==> src/rtl/instr_encoder.sv <==
// RV32I field-to-word encoder with legality checks and a small output FIFO.
// Optional: define INSTR_ENC_X0_NOP_EN to emit rd=x0 ALU/LUI requests as canonical NOP.
module instr_encoder #(
  parameter int                FIFO_DEPTH = 2,
  parameter int                ADDR_W     = 32,
  parameter logic [ADDR_W-1:0] BASE_ADDR  = '0
) (
  input  logic              i_clk,
  input  logic              i_rst,
  input  logic              i_valid,
  output logic              o_ready,
  input  logic [5:0]        i_format,
  input  logic [6:0]        i_opcode,
  input  logic [4:0]        i_rd,
  input  logic [4:0]        i_rs1,
  input  logic [4:0]        i_rs2,
  input  logic [2:0]        i_funct3,
  input  logic [6:0]        i_funct7,
  input  logic [31:0]       i_imm,
  input  logic              i_clr_err,
  output logic              o_valid,
  input  logic              i_ready,
  output logic [31:0]       o_instr,
  output logic [ADDR_W-1:0] o_addr,
  output logic              o_err,
  output logic [15:0]       o_count
);

  localparam int PTR_W = $clog2(FIFO_DEPTH);
  localparam logic [PTR_W:0] FULL_CNT = (PTR_W+1)'(FIFO_DEPTH);

  localparam logic [5:0] FMT_R = 6'b000001;
  localparam logic [5:0] FMT_I = 6'b000010;
  localparam logic [5:0] FMT_S = 6'b000100;
  localparam logic [5:0] FMT_B = 6'b001000;
  localparam logic [5:0] FMT_U = 6'b010000;
  localparam logic [5:0] FMT_J = 6'b100000;

  localparam logic [6:0] OP_REG  = 7'b0110011;
  localparam logic [6:0] OP_IMM  = 7'b0010011;
  localparam logic [6:0] OP_LOAD = 7'b0000011;
  localparam logic [6:0] OP_JALR = 7'b1100111;
  localparam logic [6:0] OP_STOR = 7'b0100011;
  localparam logic [6:0] OP_BRCH = 7'b1100011;
  localparam logic [6:0] OP_LUI  = 7'b0110111;
  localparam logic [6:0] OP_AUIP = 7'b0010111;
  localparam logic [6:0] OP_JAL  = 7'b1101111;

  logic [31:0]       mem_q [FIFO_DEPTH];
  logic [PTR_W-1:0]  wr_ptr_q, wr_ptr_d, rd_ptr_q, rd_ptr_d;
  logic [PTR_W:0]    cnt_q, cnt_d;
  logic [ADDR_W-1:0] addr_q, addr_d;
  logic [15:0]       count_q, count_d;
  logic              err_q, err_d;

  logic        fmt_onehot, op_ok, imm_ok, shift_ok, legal;
  logic        sext12, sext13, sext21;
  logic        accept, push, pop;
  logic [31:0] word;

  always_comb begin
    fmt_onehot = (i_format != '0) && ((i_format & (i_format - 6'd1)) == '0);
    sext12 = (&i_imm[31:11]) | ~(|i_imm[31:11]);
    sext13 = (&i_imm[31:12]) | ~(|i_imm[31:12]);
    sext21 = (&i_imm[31:20]) | ~(|i_imm[31:20]);
    shift_ok = 1'b1;
    if (i_opcode == OP_IMM) begin
      if (i_funct3 == 3'b001) shift_ok = (i_imm[11:5] == 7'b0000000);
      if (i_funct3 == 3'b101) shift_ok = (i_imm[11:5] == 7'b0000000) || (i_imm[11:5] == 7'b0100000);
    end
    op_ok  = 1'b0;
    imm_ok = 1'b0;
    word   = '0;
    case (i_format)
      FMT_R: begin
        op_ok  = (i_opcode == OP_REG);
        imm_ok = 1'b1;
        word   = {i_funct7, i_rs2, i_rs1, i_funct3, i_rd, i_opcode};
      end
      FMT_I: begin
        op_ok  = (i_opcode == OP_IMM) || (i_opcode == OP_LOAD) || (i_opcode == OP_JALR);
        imm_ok = sext12 && shift_ok;
        word   = {i_imm[11:0], i_rs1, i_funct3, i_rd, i_opcode};
      end
      FMT_S: begin
        op_ok  = (i_opcode == OP_STOR);
        imm_ok = sext12;
        word   = {i_imm[11:5], i_rs2, i_rs1, i_funct3, i_imm[4:0], i_opcode};
      end
      FMT_B: begin
        op_ok  = (i_opcode == OP_BRCH);
        imm_ok = sext13 && !i_imm[0];
        word   = {i_imm[12], i_imm[10:5], i_rs2, i_rs1, i_funct3, i_imm[4:1], i_imm[11], i_opcode};
      end
      FMT_U: begin
        op_ok  = (i_opcode == OP_LUI) || (i_opcode == OP_AUIP);
        imm_ok = (i_imm[11:0] == '0);
        word   = {i_imm[31:12], i_rd, i_opcode};
      end
      FMT_J: begin
        op_ok  = (i_opcode == OP_JAL);
        imm_ok = sext21 && !i_imm[0];
        word   = {i_imm[20], i_imm[10:1], i_imm[11], i_imm[19:12], i_rd, i_opcode};
      end
      default: ;
    endcase
    legal = fmt_onehot && op_ok && imm_ok;
`ifdef INSTR_ENC_X0_NOP_EN
    // Writes to x0 are architecturally dead; collapse them to the canonical NOP.
    if ((i_rd == 5'd0) && ((i_opcode == OP_IMM) || (i_opcode == OP_REG) || (i_opcode == OP_LUI)))
      word = 32'h0000_0013;
`endif
  end

  assign o_ready = (cnt_q != FULL_CNT);
  assign o_valid = (cnt_q != '0);
  assign o_instr = mem_q[rd_ptr_q];
  assign o_addr  = addr_q;
  assign o_err   = err_q;
  assign o_count = count_q;

  assign accept = i_valid && o_ready;
  assign push   = accept && legal;
  assign pop    = o_valid && i_ready;

  always_comb begin
    wr_ptr_d = push ? wr_ptr_q + 1'b1 : wr_ptr_q;
    rd_ptr_d = pop ? rd_ptr_q + 1'b1 : rd_ptr_q;
    cnt_d    = cnt_q;
    case ({push, pop})
      2'b10:   cnt_d = cnt_q + 1'b1;
      2'b01:   cnt_d = cnt_q - 1'b1;
      default: ;
    endcase
    addr_d  = pop ? addr_q + ADDR_W'(4) : addr_q;
    count_d = (pop && (count_q != 16'hFFFF)) ? count_q + 16'd1 : count_q;
    // A new illegal request wins over a simultaneous clear.
    if (accept && !legal) err_d = 1'b1;
    else if (i_clr_err)   err_d = 1'b0;
    else                  err_d = err_q;
  end

  always_ff @(posedge i_clk) begin
    if (i_rst) begin
      wr_ptr_q <= '0;
      rd_ptr_q <= '0;
      cnt_q    <= '0;
      addr_q   <= BASE_ADDR;
      count_q  <= '0;
      err_q    <= 1'b0;
    end else begin
      wr_ptr_q <= wr_ptr_d;
      rd_ptr_q <= rd_ptr_d;
      cnt_q    <= cnt_d;
      addr_q   <= addr_d;
      count_q  <= count_d;
      err_q    <= err_d;
    end
  end

  always_ff @(posedge i_clk) begin
    if (push && !i_rst) mem_q[wr_ptr_q] <= word;
  end

endmodule

==> config.mk <==
export PLATFORM = sky130hd
export DESIGN_NAME = instr_encoder
export DESIGN_NICKNAME = d
export VERILOG_FILES = /design/src/rtl/instr_encoder.sv
export SDC_FILE = /design/constraint.sdc
export NUM_CORES = 1
export LEC_CHECK = 0
export BUFFER_PORTS_ARGS = -buffer_cell sky130_fd_sc_hd__buf_2
export CAP_MARGIN = 20
export CORE_ASPECT_RATIO = 1.2
export CORE_MARGIN = 3
export CORE_UTILIZATION = 52
export DETAILED_ROUTE_END_ITERATION = 8
export PLACE_DENSITY = 0.77
export SLEW_MARGIN = 20
export SYNTH_ARGS = -nofsm -noshare
export SYNTH_HDL_FRONTEND = slang
export SYNTH_SLANG_ARGS = --single-unit
==> constraint.sdc <==
create_clock -name i_clk -period 6.2 [get_ports i_clk]
set_input_delay 0.31 -clock i_clk [delete_from_list [all_inputs] [get_ports i_clk]]
set_output_delay 0.31 -clock i_clk [all_outputs]
set_load 0.005 [all_outputs]
[After elaboration in Yosys (flattened, before gate mapping)]
Memory sizes are Yosys's and may differ from the RTL's. A register that Yosys moved wholly into a read port is not among the register bits.
Index checks and enable logic that the tools add are counted.
Widths: inputs -> output; s select.
Storage, ports and cells
  flip-flop bits (word level): 53
  latch bits: 0
  memory bits (writable): 64
  ROM bits: 0
  output and inout bits: 83
  word-level logic and storage cells: 88
  memories: 1
Memories
  mem_q: words 2, bits a word 32, read ports 1, clocked after Yosys merged registers in 1, write ports 1, line 49  | logic [31:0] mem_q [FIFO_DEPTH];
Cells by class
  add/subtract/negate cells: 7
  multiply operators: 0
  divide/modulo/power cells: 0
  $lt $le $gt $ge: 0
  equal/unequal tests: 22
  shifts and indexed selects: 0
  muxes and demuxes: 13
  bitwise logic cells: 7
  reductions and logical operators: 32
Operator list (count)
  $pmux 32 s6: 1
  $add 32x3->32 const B: 1
  $eq 7x6->1 const B: 4
  $eq 7x7->1 const B: 3
  $reduce_and 21->1: 1
  $reduce_or 21->1: 1
  $reduce_and 20->1: 1
  $reduce_or 20->1: 1
  $add 16x1->16 const B: 1
  $ne 16x16->1 const B: 1
  $eq 7x5->1 const B: 2
  $logic_and 1x1->1: 12
  $logic_not 12->1: 1
  $pmux 1 s6: 2
  $reduce_and 12->1: 1
  $reduce_or 12->1: 1
  $mux 1: 9
  $eq 7x2->1 const B: 1
  $logic_not 7->1: 1
  $and 6x6->6: 1
  $eq 6x1->1 const B: 1
  $eq 6x2->1 const B: 1
  $eq 6x3->1 const B: 1
  $eq 6x4->1 const B: 1
  other kinds (19): 31

[Longest topological paths before layout]
Gate-level depths: netlist of run 1.
  depth after elaboration: 11
  mapped depth: 12
  mapped depth without buffers: 11

[Worst setup path before layout of run 1]
Ideal clock, no wire load.
  kind: input to register
  start point: input i_format[3]
  end point: memory mem_q[1][0] (enable)
  setup time: 0.468 ns
  data arrival time: 4.818 ns
  required time: 5.732 ns
  path slack: 0.914 ns
  stages on the path: 9
  buffers on the path: 1
  cells stage by stage: buf_4 nor4b_2 nor3b_4 ha_1 or4b_2 nor4_1 a22o_2 nand3_4 nor3b_1
Between the ends
  cells in the longest elaborated chain, start to end: 10
  elaborated cells between the ends (all ways): 19
RTL lines
  start, declared: line 12  | input logic [5:0] i_format,
  $sub 6x1->6: line 62  | fmt_onehot = (i_format != '0) && ((i_format & (i_format - 6'd1)) == '0);
  $and 6x6->6: line 62
  $logic_not 6->1: line 62
  $logic_and 1x1->1: line 62
  $logic_and 1x1->1: line 107  | legal = fmt_onehot && op_ok && imm_ok;
  $logic_and 1x1->1 *: line 107
  $logic_and 1x1->1 *: line 123  | assign push = accept && legal;
  $logic_and 1x1->1 *: line 162  | if (push && !i_rst) mem_q[wr_ptr_q] <= word;
  $mux 1 *: line 162
  $mux 1 (not written as such) *: line 162
  end, declared: line 49
Every way passes the cells marked *; elsewhere a longest branch is shown, timed or not.

[Worst setup path in the final report of run 1]
  start point: input i_format[2]
  end point: memory mem_q[1][20] (enable)
Same word-level chain as after synthesis.

==> flow_metrics.py, run 1 <==
metrics = {
    "floorplanning": {
        "io_pins": 158,
        "die-area_sq_mm": 0.0119,
        "core_sq_mm": 0.0102,
        "die_h_microns": 119,
        "row_count": 40,
        "initial_core_util_pct": 54.1,
        "die_x_microns": 100,
    },
    "worst_setup_path": {
        "crit_path_top_delay_cell": "or4b_2",
        "cpPeakStageDelay_ps": 600,
        "crit_type": "input port to flip-flop",
        "start_kind": "input port",
        "worst_r2r_endpoint": "o_addr[24]$_SDFFE_PP0P_",
        "worstPathMaxFanout": 32,
        "worstSetupEndpointType": "flip-flop",
        "crit_chain": "buf_2 > nor4b_2 > nor3b_4 > ha_1 > or4b_2 > nor4_1 > a22o_2 > nand3_4 > nor3b_2 > buf_4",
        "cp.required_ps": 6250,
        "r2r_start": "cnt_q[0]$_SDFFE_PP0P_",
        "reg2reg_setup_slack_ps": 3990,
        "rr_worst_depth": 8,
        "cp.arrival_ps": 3270,
    },
    "sta": {
        "final-setup-viol-count": 0,
        "rsz0062_at_grt": "false",
        "slew-limit-headroom_pct": 33.8,
        "slew_viol_final": 0,
        "max_freq_mhz": 310,
        "finalClockSkew_ps": 11.0,
        "hold_viol": 0,
        "period_share_pct": 52.0,
        "tightest_slew_ps": 993,
        "period_needed_ps": 3220,
        "tns_ps": 0,
    },
    "yosys": {
        "ys_types": 65,
        "ys_seq_area_share_pct": 53.6,
        "ys_ff_latch": 116,
        "syn_inst": 491,
        "ys.flop_type": "edfxtp_1",
        "synth_area_sq_mm": 0.00552,
        "async_flop_share_pct": 0,
        "syn_area_per_cell_sq_um": 11.2,
        "yosysWarningCount": 0,
        "synth_edf_count": 64,
    },
    "pwr": {
        "leakagePower_nw": 3.00,
        "ir_drop_mv": 0.225,
        "power_per_cell_area_mw_per_mm2": 266,
    },
    "clocking": {
        "cts_sinks": 116,
        "cts_htree_levels": 4,
        "root_buffer": "clkbuf_16",
        "cts_resized": 0,
        "clockBufferDepth": 2,
        "cts_buffers": 17,
        "cts.clk_slew.worst_paths_ps": 50,
        "cts_setup_buffers": 0,
        "cts_hold_buf": 0,
        "insertion_delay_ps": 410,
        "cts_tree": "done",
    },
    "min_path": {
        "hp-start": "i_clr_err",
        "whs_endpoint": "o_err$_SDFFE_PP0P_",
        "min_path_cells": 3,
        "holdCritPathClass": "input port to flip-flop",
    },
    "job": {
        "maxCapViolations": 0,
    },
    "layout": {
        "final_cells": 789,
        "drive_gt1_share_pct": 37.4,
        "final_cell_area_sq_mm": 0.00701,
        "fin_nets": 730,
        "area_growth_pct": 26.8,
        "fin_util_pct": 68.6,
        "fillerInstances": 778,
        "antenna_cells": 0,
    },
    "global_routing": {
        "antenna_found_initial": 0,
        "grt_pass1_wl_microns": 21500,
        "grt_use_total_pct": 22.9,
        "grt_pass1_vias": 4368,
        "overflow": 0,
        "grt_max_degree": 56,
    },
    "place": {
        "port_buffers": 155,
        "hpwl_microns": 9840,
        "dpl-instance-area_sq_mm": 0.00640,
        "placed_cells": 757,
        "gp_congestion": 0.987,
    },
    "routing": {
        "drt_iter0_markers": 231,
        "drt_wl_total_microns": 13700,
        "drtPass1Iterations": 5,
        "vias": 4507,
        "vias_per_cell": 5.71,
        "drtAntennaViolNets": 0,
        "drc": 0,
        "wl_per_cell_microns": 17.4,
    },
    "outcome": {
        "outcome": "finished clean",
    },
}
==> through the flow <==
| step | total power, mW | hold WS [ps] | worst slack [ps] |
|---|---|---|---|
| after global routing | 1.92 | 166 | 2800 |
| final | 1.86 | 166 | 2980 |
| after CTS | 1.87 | 161 | 3010 |
| after detailed placement | 0.897 | 479 | 2580 |
| after global placement | 0.894 | 463 | 2670 |
| after floorplan | 0.856 | 467 | 914 |
==> layout make-up <==
cell class | instances | area (sq um) | area share, %
Clock inverter | 11 | 90.1 | 1.29
Sequential cell | 116 | 2960 | 42.3
Clock buffer | 21 | 514 | 7.34
Tap cell | 126 | 158 | 2.25
Multi-Input combinational cell | 342 | 2420 | 34.6
Timing Repair Buffer | 158 | 798 | 11.4
Inverter | 15 | 58.8 | 0.839
==> registers in the layout, summed over array words and instances, names as in the netlist, named ones only <==
| name | count |
|---|---|
| cnt_q | 2 |
| mem_q | 64 |
| o_addr | 30 |
| o_count | 16 |
| o_err | 1 |
| rd_ptr_q | 1 |
| wr_ptr_q | 1 |
==> cell families after synthesis <==
logic type / share of synthesized area, %
buffers and inverters: 2.72
flip-flops: 53.6
AND/OR/NAND/NOR: 20.1
adder cells (fa/ha/maj): 1.13
AO/OA/AOI/OAI: 8.22
other: 0.0679
XOR/XNOR: 7.14
multiplexers: 6.98
==> worst max-delay path, delay by kind of cell <==
family	cells	cell delay [ps]
buffers and inverters	2	600
and+or+nand+nor	6	1840
adders and majority gates	1	290
AOI/OAI and AO/OA	1	230
==> layer usage <==
metal / GRT usage, % / wire length (microns) / vias to the layer above
li1: - / - / 2135
met5: 0 / 0 / -
met1: 26.3 / 5260 / 2148
met3: 6.97 / 1170 / 19
met4: 7.16 / 243 / 0
met2: 40.5 / 7040 / 205
==> placed cells by master, fill, tap and decap left out, drive strengths merged, types with 10 or more instances in the layout <==
master	instances
nand3	19
xor2	26
mux2	33
clkbuf	21
xnor2	19
dfxtp	52
a22o	17
a222oi	10
nand2	28
buf	158
nand4	14
inv	19
nor3	13
a21oi	10
nor2	59
edfxtp	64
==> synth_stat cells, types with 2 or more instances <==
cell / instances / share of area [%]
a21oi_1: 9 / 0.82
a222oi_1: 10 / 1.8
a22o_1: 16 / 2.5
a22oi_1: 2 / 0.27
a32oi_1: 2 / 0.32
and2_1: 5 / 0.57
and3_1: 7 / 0.79
and3b_2: 2 / 0.36
and4_1: 7 / 1.1
buf_1: 3 / 0.20
buf_4: 3 / 0.41
clkbuf_1: 11 / 0.75
dfxtp_1: 52 / 19
edfxtp_1: 64 / 35
ha_1: 5 / 1.1
inv_1: 14 / 0.95
mux2_2: 32 / 6.5
nand2_1: 26 / 1.8
nand2_2: 2 / 0.23
nand2b_1: 3 / 0.34
nand3_1: 16 / 1.4
nand3_2: 2 / 0.36
nand3b_1: 2 / 0.27
nand4_1: 14 / 1.6
nor2_1: 59 / 4.0
nor2b_1: 5 / 0.57
nor3_1: 11 / 1.0
nor3_2: 2 / 0.36
nor4_1: 7 / 0.79
o21ai_0: 6 / 0.54
or2_1: 2 / 0.23
or2_2: 4 / 0.45
or3_1: 9 / 1.0
or4_1: 3 / 0.41
xnor2_1: 19 / 3.0
xor2_1: 26 / 4.1
==> worst max path at each step <==
stage	startpoint	to	slack [ps]	cells after the start
final	i_format[2]	mem_q[1][20]$_DFFE_PP_	2980	10
after floorplan	i_format[3]	mem_q[1][0]$_DFFE_PP_	910	9
after CTS	i_format[2]	mem_q[1][31]$_DFFE_PP_	3010	10
after global placement	i_format[2]	mem_q[1][13]$_DFFE_PP_	2670	10
after detailed placement	i_format[2]	mem_q[1][21]$_DFFE_PP_	2580	10
after global routing	i_format[2]	mem_q[1][20]$_DFFE_PP_	2800	10
==> where the power goes <==
group	leakage, nW	switching (mW)	internal, mW
registers	1.03	0.000273	0.808
logic	1.67	0.0440	0.0304
clock network	0.305	0.349	0.631
Note: power is estimated with default switching activity, not from simulation.
==> run 2: changes to the inputs <==
- CORE_UTILIZATION: 52 -> 47
- PLACE_DENSITY: 0.77 -> 0.73
- clock period: 6.2 -> 2.8 ns (I/O delays scaled with it)
==> flow_metrics.py, run 2 (synthesis gave the netlist of run 1 again) <==
metrics = {
    "outcome": {
        "outcome": "finished clean",
    },
    "sta": {
        "holdWs_ps": 41.5,
        "rsz0062_at_grt": "false",
        "tightest_slew_ps": 636,
        "period_share_pct": 93.3,
        "finalClockSkew_ps": 6.93,
        "timing.final.ws_setup_ps": 187,
        "max_freq_mhz": 383,
        "final-setup-viol-count": 0,
        "slew-limit-headroom_pct": 57.6,
        "hold_viol": 0,
        "slew_viol_final": 0,
        "period_needed_ps": 2610,
    },
    "routing": {
        "drc": 0,
        "drt_iter0_markers": 262,
        "vias": 4506,
        "drtAntennaViolNets": 0,
        "drt_wl_total_microns": 13600,
        "drtPass1Iterations": 5,
        "vias_per_cell": 5.43,
        "wl_per_cell_microns": 16.3,
    },
    "clocking": {
        "cts_htree_levels": 4,
        "cts_sinks": 116,
        "cts.clk_slew.worst_paths_ps": 50,
        "insertion_delay_ps": 410,
        "cts_buffers": 17,
        "root_buffer": "clkbuf_16",
        "cts_tree": "done",
        "clockBufferDepth": 2,
    },
    "floorplanning": {
        "initial_core_util_pct": 49.1,
        "die_x_microns": 105,
        "row_count": 42,
        "die_h_microns": 125,
        "io_pins": 158,
        "core_sq_mm": 0.0112,
        "die-area_sq_mm": 0.0131,
    },
    "place": {
        "dp_slack_ps": -224,
        "hpwl_microns": 9880,
        "placed_cells": 797,
        "dpl-instance-area_sq_mm": 0.00658,
        "port_buffers": 155,
        "gp_congestion": 0.871,
    },
    "job": {
        "maxCapViolations": 0,
    },
    "worst_setup_path": {
        "worst_r2r_endpoint": "o_addr[24]$_SDFFE_PP0P_",
        "rr_worst_depth": 8,
        "start_kind": "input port",
        "worstSetupEndpointType": "flip-flop",
        "worstPathMaxFanout": 4,
        "reg2reg_setup_slack_ps": 610,
        "cp.arrival_ps": 2940,
        "cp.required_ps": 3130,
        "r2r_start": "cnt_q[0]$_SDFFE_PP0P_",
        "crit_type": "input port to flip-flop",
    },
    "min_path": {
        "min_path_cells": 3,
        "holdCritPathClass": "input port to flip-flop",
        "whs_endpoint": "mem_q[0][29]$_DFFE_PP_",
        "hp-start": "i_funct7[4]",
    },
    "pwr": {
        "p_total_mw": 4.09,
        "leakagePower_nw": 3.09,
        "ir_drop_mv": 0.398,
        "power_per_cell_area_mw_per_mm2": 570,
    },
    "layout": {
        "largest_register_ffs": 64,
        "area_growth_pct": 30.2,
        "largest-register": "mem_q",
        "final_cell_mix": "155 x buf_2, 64 x edfxtp_1, 59 x nor2_1",
        "antenna_cells": 0,
        "final_cell_area_sq_mm": 0.00719,
        "fin_nets": 743,
        "drive_gt1_share_pct": 38.6,
        "layout_commonest_cell": "buf_2",
        "final_cells": 830,
    },
    "global_routing": {
        "grt_use_total_pct": 20.8,
        "grt_max_degree": 33,
        "overflow": 0,
        "antenna_found_initial": 0,
        "grt_pass1_vias": 4544,
        "grt_pass1_wl_microns": 22100,
    },
}
## run 2: per-layer routing
metal | wire length [microns] | up-vias | global-route usage, %
li1 | - | 2160 | -
met1 | 5320 | 2128 | 24.3
met3 | 1040 | 33 | 6.43
met5 | 0 | - | 0
met2 | 6850 | 185 | 35.2
met4 | 341 | 0 | 8.88
## run 2: critical path: stages
cell     delay [ps]
buf_2           120
nor4b_4         300
nor3b_4         250
ha_1            260
or4b_4          480
nor4_2          270
a22o_2          210
nand3_4         100
ha_1            320
or3_1           340
a21oi_1         140
## run 2: timing repair
action,in CTS,in global routing
endpoints found under the hold margin,1,0
setup buffers,0,0
hold buffers,1,0
resized for setup,0,0
## run 2: through the flow
stage / setup TNS [ps] / utilization, %
2_1_floorplan: -38080 / -
3_3_place_gp: -9880 / 58.5
3_5_place_dp: -11990 / 58.5
4_1_cts: 0 / 63.9
5_1_grt: 0 / 63.9
6_report: 0 / 63.9
## run 2: power breakdown
part           switching (mW)  internal (mW)
clock                   0.760           1.37
combinational           0.100         0.0749
sequential           0.000413           1.79
## run 2: how the worst max path moves through the flow
stage	from	cells past startpoint	slack (ps)	endpoint
2_1_floorplan	i_format[2]	9	-650	mem_q[1][0]$_DFFE_PP_
3_3_place_gp	i_format[2]	11	-180	mem_q[0][14]$_DFFE_PP_
3_5_place_dp	i_format[2]	12	-220	cnt_q[1]$_SDFFE_PP0P_
4_1_cts	i_format[2]	12	200	cnt_q[1]$_SDFFE_PP0P_
5_1_grt	i_format[2]	12	80	cnt_q[1]$_SDFFE_PP0P_
6_report	i_format[2]	11	190	cnt_q[1]$_SDFFE_PP0P_
## run 2: cell type report
| cell class | count | area [sq um] |
|---|---|---|
| clock buffers | 21 | 503 |
| clock inverters | 11 | 92.6 |
| fillers | 957 | 4060 |
| inverters | 15 | 58.8 |
| multi-input cells | 342 | 2450 |
| flip-flops and latches | 116 | 2960 |
| well taps | 154 | 193 |
| repair buffers | 171 | 923 |
==> run 3: changes to the inputs <==
--- a/config.mk
+++ b/config.mk
@@ -8,3 +8,3 @@
 export BUFFER_PORTS_ARGS = -buffer_cell sky130_fd_sc_hd__buf_2
-export CAP_MARGIN = 20
+export CAP_MARGIN = 10
 export CORE_ASPECT_RATIO = 1.2
@@ -13,2 +13,3 @@
 export DETAILED_ROUTE_END_ITERATION = 8
+export GPL_ROUTABILITY_DRIVEN = 0
 export PLACE_DENSITY = 0.73
==> constraint.sdc (replaced) <==
create_clock -name i_clk -period 2.8 [get_ports i_clk]
set_input_delay 0.28 -clock i_clk [delete_from_list [all_inputs] [get_ports i_clk]]
set_output_delay 0.28 -clock i_clk [all_outputs]
set_load 0.005 [all_outputs]
==> flow_metrics.py, run 3 (synthesis gave the netlist of run 1 again) <==
metrics = {
    "clocking": {
        "cts_sinks": 116,
        "clockBufferDepth": 2,
        "cts_hold_buf": 0,
        "insertion_delay_ps": 410,
        "cts_buffers": 17,
        "cts_htree_levels": 4,
        "root_buffer": "clkbuf_16",
        "cts_tree": "done",
        "cts.clk_slew.worst_paths_ps": 50,
    },
    "layout": {
        "fin_util_pct": 64.3,
        "layout_commonest_cell": "buf_2",
        "final_cell_area_sq_mm": 0.00723,
        "final_cell_mix": "154 x buf_2, 64 x edfxtp_1, 59 x nor2_1",
        "area_growth_pct": 30.9,
        "fin_nets": 748,
        "largest-register": "mem_q",
        "antenna_cells": 0,
        "largest_register_ffs": 64,
        "drive_gt1_share_pct": 38.9,
    },
    "floorplanning": {
        "core_sq_mm": 0.0112,
        "die-area_sq_mm": 0.0131,
        "io_pins": 158,
        "initial_core_util_pct": 49.1,
        "row_count": 42,
        "die_x_microns": 105,
        "die_h_microns": 125,
    },
    "worst_setup_path": {
        "worst_r2r_endpoint": "o_count[12]$_SDFFE_PP0P_",
        "crit_path_top_delay_cell": "or4b_4",
        "cp.arrival_ps": 2990,
        "reg2reg_setup_slack_ps": 600,
        "worstSetupEndpointType": "flip-flop",
        "cpPeakStageDelay_ps": 500,
        "start_kind": "input port",
        "r2r_start": "o_count[9]$_SDFFE_PP0P_",
        "crit_type": "input port to flip-flop",
        "worstPathMaxFanout": 4,
        "cp.required_ps": 3130,
        "rr_worst_depth": 6,
        "crit_chain": "buf_2 > nor4b_4 > nor3b_4 > ha_1 > or4b_4 > nor4_4 > a22o_2 > nand3_4 > ha_2 > or3_1 > a21oi_1",
    },
    "min_path": {
        "whs_endpoint": "o_err$_SDFFE_PP0P_",
        "holdCritPathClass": "input port to flip-flop",
        "min_path_cells": 3,
        "hp-start": "i_clr_err",
    },
    "pwr": {
        "leakagePower_nw": 3.09,
        "ir_drop_mv": 0.347,
        "power_per_cell_area_mw_per_mm2": 561,
    },
    "sta": {
        "tightest_slew_ps": 615,
        "period_needed_ps": 2670,
        "max_freq_mhz": 375,
        "hold_viol": 0,
        "final-setup-viol-count": 0,
        "holdWs_ps": 165,
        "rsz0062_at_grt": "true",
        "slew_viol_final": 0,
        "period_share_pct": 95.2,
        "slew-limit-headroom_pct": 59.0,
        "tns_ps": 0,
        "finalClockSkew_ps": 18.5,
    },
    "routing": {
        "wl_per_cell_microns": 16.3,
        "drtPass1Iterations": 5,
        "drtAntennaViolNets": 0,
        "vias_per_cell": 5.43,
        "vias": 4534,
        "drc": 0,
        "drt_wl_total_microns": 13600,
        "drt_iter0_markers": 234,
    },
    "outcome": {
        "outcome": "finished clean",
    },
    "global_routing": {
        "grt_use_total_pct": 20.9,
        "grt_max_degree": 56,
        "grt_pass1_wl_microns": 22000,
        "grt_pass1_vias": 4550,
        "antenna_found_initial": 0,
        "overflow": 0,
    },
    "place": {
        "port_buffers": 155,
        "hpwl_microns": 9940,
        "dpl-instance-area_sq_mm": 0.00662,
    },
    "job": {
        "maxCapViolations": 0,
    },
}
-- run 3: cell count changes in the layout (fill, tap and decap cells not counted), moves of 2 or more --
cell        change
inv_4           -4
clkinv_4        -2
clkinvlp_4      +3
clkbuf_1        +3
buf_4           +7
-- run 3: layout make-up --
type	count	area, sq um
tap	154	193
inverter	15	58.8
fill	963	4020
sequential	116	2960
multi-input combinational	342	2470
clock buffer	24	514
clock inverter	8	72.6
timing repair buffer	176	961
-- run 3: power breakdown --
part	leakage [nW]	internal [mW]	switching, mW
clock network	0.282	1.37	0.725
registers	1.03	1.79	0.000397
logic	1.78	0.0764	0.0999
-- run 3: worst max-delay path by stage --
stage / startpoint / end / slack (ps) / cells after the start
floorplan: i_format[2] / mem_q[1][0]$_DFFE_PP_ / -790 / 9
CTS: i_format[2] / cnt_q[1]$_SDFFE_PP0P_ / 20 / 11
detailed placement: i_format[2] / cnt_q[1]$_SDFFE_PP0P_ / -400 / 11
global route: i_format[0] / cnt_q[1]$_SDFFE_PP0P_ / 0.6 / 12
global placement: i_format[2] / cnt_q[1]$_SDFFE_PP0P_ / -310 / 11
finish: i_format[0] / cnt_q[1]$_SDFFE_PP0P_ / 130 / 11
-- run 3: worst max-delay path: cells and delay by family --
kind                       cells  cell delay, ps
adders and majority gates      2             560
buffers and inverters          1             120
and+or+nand+nor                6            1690
AOI/OAI and AO/OA              2             330
-- run 3: what timing repair did --
action,4_1_cts,5_1_grt
endpoints found under the setup margin,0,66
gates resized for setup,0,2
buffers inserted,0,1
-- run 3: per-stage QoR --
stage,power (mW),instances,worst slack [ps]
2_1_floorplan,1.90,492,-791
5_1_grt,4.17,835,0.564
6_report,4.06,835,134
4_1_cts,4.08,834,21.9
3_3_place_gp,1.99,802,-313
3_5_place_dp,2.00,802,-398
-- run 3: routing by layer --
metal | global-route usage (%) | vias up | part of all wire, %
met5 | 0 | - | 0
met4 | 8.96 | 0 | 2.2
met3 | 5.29 | 23 | 7.6
met2 | 36.5 | 181 | 51
met1 | 24.0 | 2158 | 40
li1 | - | 2172 | -
